$ cat config.mk
export PLATFORM = sky130hd
export DESIGN_NAME = id_operand_stage
export DESIGN_NICKNAME = d
export VERILOG_FILES = /design/src/rtl/id_operand_stage.sv
export SDC_FILE = /design/constraint.sdc
export NUM_CORES = 1
export LEC_CHECK = 0
export BUFFER_PORTS_ARGS = -buffer_cell sky130_fd_sc_hd__buf_4
export CAP_MARGIN = 20
export CORE_AREA = 2 2 171 173
export CTS_BUF_LIST = sky130_fd_sc_hd__clkbuf_16
export CTS_CLUSTER_SIZE = 10
export DETAILED_ROUTE_END_ITERATION = 16
export DIE_AREA = 0 0 173 175
export GPL_TIMING_DRIVEN = 0
export PLACE_DENSITY = 0.65
export SETUP_SLACK_MARGIN = 0.05
export SLEW_MARGIN = 30
export SYNTH_ARGS = -nofsm -noshare
export SYNTH_HDL_FRONTEND = slang
export SYNTH_SLANG_ARGS = --single-unit
$ cat constraint.sdc
create_clock -name clk -period 1.95 [get_ports clk]
set_input_delay 0 -clock clk [delete_from_list [all_inputs] [get_ports clk]]
set_output_delay 0 -clock clk [all_outputs]
set_load 0.01 [all_outputs]
$ cat src/rtl/id_operand_stage.sv
// rtl/id_operand_stage.sv - ID->EX operand stage: regfile addressing, RAW forwarding/stall, ID/EX register
// Optional feature: FORWARD_EN (EX/MEM and MEM/WB forwarding; otherwise scoreboard interlock).
module id_operand_stage #(
    parameter int CTRL_W      = 16,
    parameter int STALL_CNT_W = 32
) (
    input  logic                   clk,
    input  logic                   rst_n,
    input  logic                   flush,
    input  logic                   in_valid,
    output logic                   in_ready,
    input  logic [4:0]             in_rs1,
    input  logic [4:0]             in_rs2,
    input  logic                   in_use_rs1,
    input  logic                   in_use_rs2,
    input  logic [4:0]             in_rd,
    input  logic                   in_rd_we,
    input  logic                   in_is_load,
    input  logic [31:0]            in_pc,
    input  logic [31:0]            in_imm,
    input  logic [CTRL_W-1:0]      in_ctrl,
    output logic [4:0]             rs1,
    output logic [4:0]             rs2,
    input  logic [31:0]            rs1_data,
    input  logic [31:0]            rs2_data,
    input  logic                   ex_valid,
    input  logic                   ex_rd_we,
    input  logic                   ex_is_load,
    input  logic [4:0]             ex_rd,
    input  logic [31:0]            ex_result,
    input  logic                   mem_valid,
    input  logic                   mem_rd_we,
    input  logic [4:0]             mem_rd,
    input  logic [31:0]            mem_result,
    output logic                   out_valid,
    input  logic                   out_ready,
    output logic [31:0]            out_op1,
    output logic [31:0]            out_op2,
    output logic [31:0]            out_pc,
    output logic [31:0]            out_imm,
    output logic [CTRL_W-1:0]      out_ctrl,
    output logic [4:0]             out_rd,
    output logic                   out_rd_we,
    output logic                   out_is_load,
    output logic [STALL_CNT_W-1:0] stall_cnt
);
    function automatic logic match(input logic [4:0] r, input logic [4:0] rd,
                                   input logic we, input logic v);
        return v & we & (rd != 5'd0) & (rd == r);
    endfunction

    logic                   out_valid_q, out_valid_d;
    logic [31:0]            out_op1_q, out_op1_d, out_op2_q, out_op2_d;
    logic [31:0]            out_pc_q, out_pc_d, out_imm_q, out_imm_d;
    logic [CTRL_W-1:0]      out_ctrl_q, out_ctrl_d;
    logic [4:0]             out_rd_q, out_rd_d;
    logic                   out_rd_we_q, out_rd_we_d, out_is_load_q, out_is_load_d;
    logic [STALL_CNT_W-1:0] stall_cnt_q, stall_cnt_d;

    logic        own_hz, ex_hit1, ex_hit2, mem_hit1, mem_hit2;
    logic        hazard, capture;
    logic [31:0] op1, op2;

    assign rs1 = in_rs1;
    assign rs2 = in_rs2;

    // The ID/EX occupant has not executed yet, so nothing can be forwarded from it.
    always_comb begin
        own_hz   = (in_use_rs1 & match(in_rs1, out_rd_q, out_rd_we_q, out_valid_q))
                 | (in_use_rs2 & match(in_rs2, out_rd_q, out_rd_we_q, out_valid_q));
        ex_hit1  = match(in_rs1, ex_rd, ex_rd_we, ex_valid);
        ex_hit2  = match(in_rs2, ex_rd, ex_rd_we, ex_valid);
        mem_hit1 = match(in_rs1, mem_rd, mem_rd_we, mem_valid);
        mem_hit2 = match(in_rs2, mem_rd, mem_rd_we, mem_valid);
    end

`ifdef FORWARD_EN
    always_comb begin
        hazard = own_hz | (ex_is_load & ((in_use_rs1 & ex_hit1) | (in_use_rs2 & ex_hit2)));
        op1 = (in_rs1 == 5'd0) ? 32'd0 : ex_hit1 ? ex_result : mem_hit1 ? mem_result : rs1_data;
        op2 = (in_rs2 == 5'd0) ? 32'd0 : ex_hit2 ? ex_result : mem_hit2 ? mem_result : rs2_data;
    end
`else
    logic unused_fwd;
    assign unused_fwd = ^{ex_is_load, ex_result, mem_result};

    always_comb begin
        hazard = own_hz | (in_use_rs1 & (ex_hit1 | mem_hit1))
                        | (in_use_rs2 & (ex_hit2 | mem_hit2));
        op1 = (in_rs1 == 5'd0) ? 32'd0 : rs1_data;
        op2 = (in_rs2 == 5'd0) ? 32'd0 : rs2_data;
    end
`endif

    assign in_ready = !flush && !hazard && (!out_valid_q || out_ready);
    assign capture  = in_valid && in_ready;

    always_comb begin
        out_valid_d   = out_valid_q;
        out_op1_d     = out_op1_q;
        out_op2_d     = out_op2_q;
        out_pc_d      = out_pc_q;
        out_imm_d     = out_imm_q;
        out_ctrl_d    = out_ctrl_q;
        out_rd_d      = out_rd_q;
        out_rd_we_d   = out_rd_we_q;
        out_is_load_d = out_is_load_q;
        stall_cnt_d   = stall_cnt_q;
        if (flush) begin
            out_valid_d = 1'b0;
        end else if (capture) begin
            out_valid_d   = 1'b1;
            out_op1_d     = op1;
            out_op2_d     = op2;
            out_pc_d      = in_pc;
            out_imm_d     = in_imm;
            out_ctrl_d    = in_ctrl;
            out_rd_d      = in_rd;
            out_rd_we_d   = in_rd_we;
            out_is_load_d = in_is_load;
        end else if (out_ready) begin
            out_valid_d = 1'b0;
        end
        if (in_valid && hazard && !flush && (stall_cnt_q != {STALL_CNT_W{1'b1}})) begin
            stall_cnt_d = stall_cnt_q + STALL_CNT_W'(1);
        end
    end

    always_ff @(posedge clk or negedge rst_n) begin
        if (!rst_n) begin
            out_valid_q   <= 1'b0;
            out_op1_q     <= '0;
            out_op2_q     <= '0;
            out_pc_q      <= '0;
            out_imm_q     <= '0;
            out_ctrl_q    <= '0;
            out_rd_q      <= '0;
            out_rd_we_q   <= 1'b0;
            out_is_load_q <= 1'b0;
            stall_cnt_q   <= '0;
        end else begin
            out_valid_q   <= out_valid_d;
            out_op1_q     <= out_op1_d;
            out_op2_q     <= out_op2_d;
            out_pc_q      <= out_pc_d;
            out_imm_q     <= out_imm_d;
            out_ctrl_q    <= out_ctrl_d;
            out_rd_q      <= out_rd_d;
            out_rd_we_q   <= out_rd_we_d;
            out_is_load_q <= out_is_load_d;
            stall_cnt_q   <= stall_cnt_d;
        end
    end

    assign out_valid   = out_valid_q;
    assign out_op1     = out_op1_q;
    assign out_op2     = out_op2_q;
    assign out_pc      = out_pc_q;
    assign out_imm     = out_imm_q;
    assign out_ctrl    = out_ctrl_q;
    assign out_rd      = out_rd_q;
    assign out_rd_we   = out_rd_we_q;
    assign out_is_load = out_is_load_q;
    assign stall_cnt   = stall_cnt_q;
endmodule

==> impl_results.md <==
* Status: finished with violations
* Violated checks: setup timing
* Via count at 7,580
* DR vias/cell at approximately 4.5
* Max-slew headroom at 0.4654
* Final max-slew violation count at 0
* Fillcell total at ~2,400
* Peak VDD IR at between 400 and 500 uV
* Setup Crit Path Kind: reg -> reg
* Die X at around 170 microns
* Synth Area in Compound Gates at 0.05006
* Initial antenna violation count at 0
* Mean Syn Cell Area at 11.66 sq um
* Cell count after synthesis at around 680
* Critical path data required time at 2270 ps
* Final worst slack at -413.9 ps
* Port buffer count at about 380
* Pre-antenna DRT Iters at 4
* CTS tree: done
* Critical Path Source Type: flop
* CP Cell Sequence: or4_4 -> o211ai_1 -> o21bai_4 -> nand4_4 -> buf_6 -> clkbuf_16 -> clkbuf_16 -> mux2_4
* CTS Sinks at around 180
* Post-Route Utilization at 0.5343
* Num ports at about 440
* Final Setup Violations at 185
* Crit end category: flop
* Area post-placement at 11,540 sq um
* Clock buffer depth at 2
* Area of the multi-input gates at ~3800 sq um
* All-Layer GR Usage at 0.1952
* Max Cap Viol at 0
* Seq cells post-synth at ~180
* Post-synthesis simple-gate area fraction at 0.1414
* Leading cell types in the layout, fill and taps excluded: buf_4, dfrtp_1, dlygate4sd3_1
* GRT overflow at 0
* Final Hold Vio Count at 0
* Largest net degree at the start of global routing at a little under 80
* Seq/Total Area, Yosys at 0.5793
* Post-synthesis mux area share at 0.1247
* Worst-Margin Slew at around 800 ps
* Later-pin clock latency in the skew report at ~440 ps
* Core Footprint at 28,390 sq um
* First-pass GRT wire length at approximately 46,000 microns
* Ant diodes at 0
* Design Power at roughly 12 mW
* Clock period minus final worst setup slack at around 2400 ps
* Die span in y at ~180 microns
* Final Cell Area at between 15,000 and 20,000 sq um
* Total Die Area at about 30,000 sq um
* Share of layout cells above drive strength 1 at 0.5197
* CTS H-tree lvls at 4
* Fin crit share at 1.212
* Clk root buf: clkbuf_16
* Sequential cell area at 4608 sq um
* Hold WC Path Type: in -> reg
* Adder-cell share of the synthesized area at 0.001574
* ANT nets after route at 0
* Number of global-route vias before repair at ~8,000
* Syn-to-layout area delta at 90.85%
* Hpwl dp at around 19,000 microns
* Commonest non-fill, non-tap cell in the layout: buf_4
* Fmax at 0.4230 GHz
* Number of buffers created by CTS at 17
* Residual DRC at 0
* Pwr Density at approximately 770 nW/um^2
* RSZ-0062 raised after global routing: yes
* Post-Syn Nets at 930
* Max stage delay cell, worst path: or4_4
* Per-cell routed wire length at approximately 19 microns
* Syn. warnings at 0
* Maximum fanout along the worst path at 5
* Max stage delay on crit path at just over 500 ps
* Leak at 7.688 nW
* Effective utilization at floorplan at 0.2800
* Setup Skew at around 14 ps
* Initial drt markers at approximately 280
* Post-synthesis cell type count at 37
* Post-Synth XOR/XNOR Area at 0.06721
* Routability Congestion at ~0.85
* Largest family of logic cells by synthesized area: simple AND/OR/NAND/NOR gates
* Arrival time at the worst endpoint at approximately 2700 ps
* Final Net Count at between 1,500 and 2,000
* Final WL at around 32,000 microns
* Cell Area, Synth at 7949 sq um
* Clock slew at reported path FFs at around 80 ps
* FP Rows at 62
* Most used cell, CP: clkbuf_16
==> report_power, final <==
| part | internal (mW) | switching, mW | total [mW] |
|---|---|---|---|
| Clock | 1.69 | 1.74 | 3.44 |
| Combinational | 2.04 | 1.38 | 3.42 |
| Sequential | 4.40 | 0.421 | 4.82 |
| Total | 8.13 | 3.54 | 11.7 |
==> final cells by class <==
cell class                 count  area share
inverter                       2   0.0004948
multi-input combinational    453      0.2513
clock inverter                15    0.008990
timing repair buffer         580      0.3395
tap                          384     0.03167
buffer                        42     0.03621
clock buffer                  17     0.02804
sequential                   184      0.3038
==> registers in the layout, indices dropped and copies added, names as in the netlist <==
signal,cells
out_imm,32
out_op1,32
out_op2,32
out_pc,32
stall_cnt,32
out_ctrl,16
out_rd,5
out_is_load,1
out_rd_we,1
out_valid,1
==> cell families after synthesis <==
logic type	after synthesis
AOI/OAI and AO/OA	74
xor gates and xnor gates	61
buffers and inverters	45
adders and majority gates	1
muxes	88
and+or+nand+nor	229
DFF	184
==> repair_timing <==
item	4_1_cts	5_1_grt
buffers inserted	23	8
endpoints found under the hold margin	258	0
resized for setup	151	133
setup endpoints to repair	185	185
hold buffers	156	0
pin swaps	28	39
cloned	9	9
==> critical path, delay by kind of cell (launching register included) <==
kind | cells | cell delay (ps)
buffers and inverters | 3 | 490
muxes | 1 | 300
DFF | 1 | 410
AOI/OAI and AO/OA | 2 | 400
and+or+nand+nor | 2 | 640
==> worst paths after layout <==
check / start / to / slack [ps] / cells past startpoint
min in group asynchronous: rst_n / out_pc[0] / 160 / 3
max reg2reg: out_rd[1] / out_imm[27] / -410 / 8
max: out_rd[1] / out_imm[27] / -410 / 8
max in group asynchronous: rst_n / out_imm[28] / 810 / 3
min: in_rs2[4] / out_op2[7] / 90 / 5
min reg2reg: out_op1[8] / out_op1[8] / 490 / 2
==> through the flow <==
| stage | setup WS (ps) | TNS [ps] | hold slack (ps) | instances |
|---|---|---|---|---|
| floorplan | -229.7 | -32360 | -295.6 | 682 |
| global placement | -770.9 | -178250 | 213.0 | 1442 |
| detailed placement | -809.7 | -107800 | -129.1 | 1444 |
| CTS | -430.7 | -67830 | 67.39 | 1664 |
| global route | -490.7 | -76900 | 139.9 | 1677 |
| finish | -413.9 | -60030 | 86.90 | 1677 |
==> metal layers <==
layer  track usage  up-vias  part of all wire
met3       0.04917       29             0.061
li1              -     3516                 -
met5             0        -                 0
met1        0.2308     3736              0.40
met4       0.06038        0             0.021
met2        0.3482      299              0.52
==> synthesized netlist by cell type <==
library cell	n	area share
and3_1	8	0.0063
buf_2	9	0.0057
nor2_1	14	0.0066
o21ai_0	61	0.038
or4_1	2	0.0019
nor4_2	5	0.0079
o21ai_1	6	0.0038
xor2_1	54	0.059
nand3_1	14	0.0088
o211a_1	1	0.0013
inv_1	2	0.00094
clkbuf_1	15	0.0071
nor3_4	1	0.0020
o311a_1	1	0.0013
nor4b_4	1	0.0030
nor4b_2	2	0.0038
and2_1	3	0.0024
a21o_1	1	0.00094
or3_1	2	0.0016
ha_1	1	0.0016
nor3b_1	6	0.0057
o2111ai_1	1	0.0011
nor4_1	6	0.0047
nand4_4	1	0.0027
mux2_2	22	0.031
mux2_1	66	0.093
nand2_1	141	0.067
and4_1	4	0.0044
buf_6	9	0.013
o211ai_1	2	0.0019
buf_4	10	0.0094
nand2b_1	1	0.00079
o21bai_2	1	0.0014
nor3_1	12	0.0076
dfrtp_1	184	0.58
nand4_1	6	0.0047
xnor2_1	7	0.0077
Power figures use the tool's default switching activity.
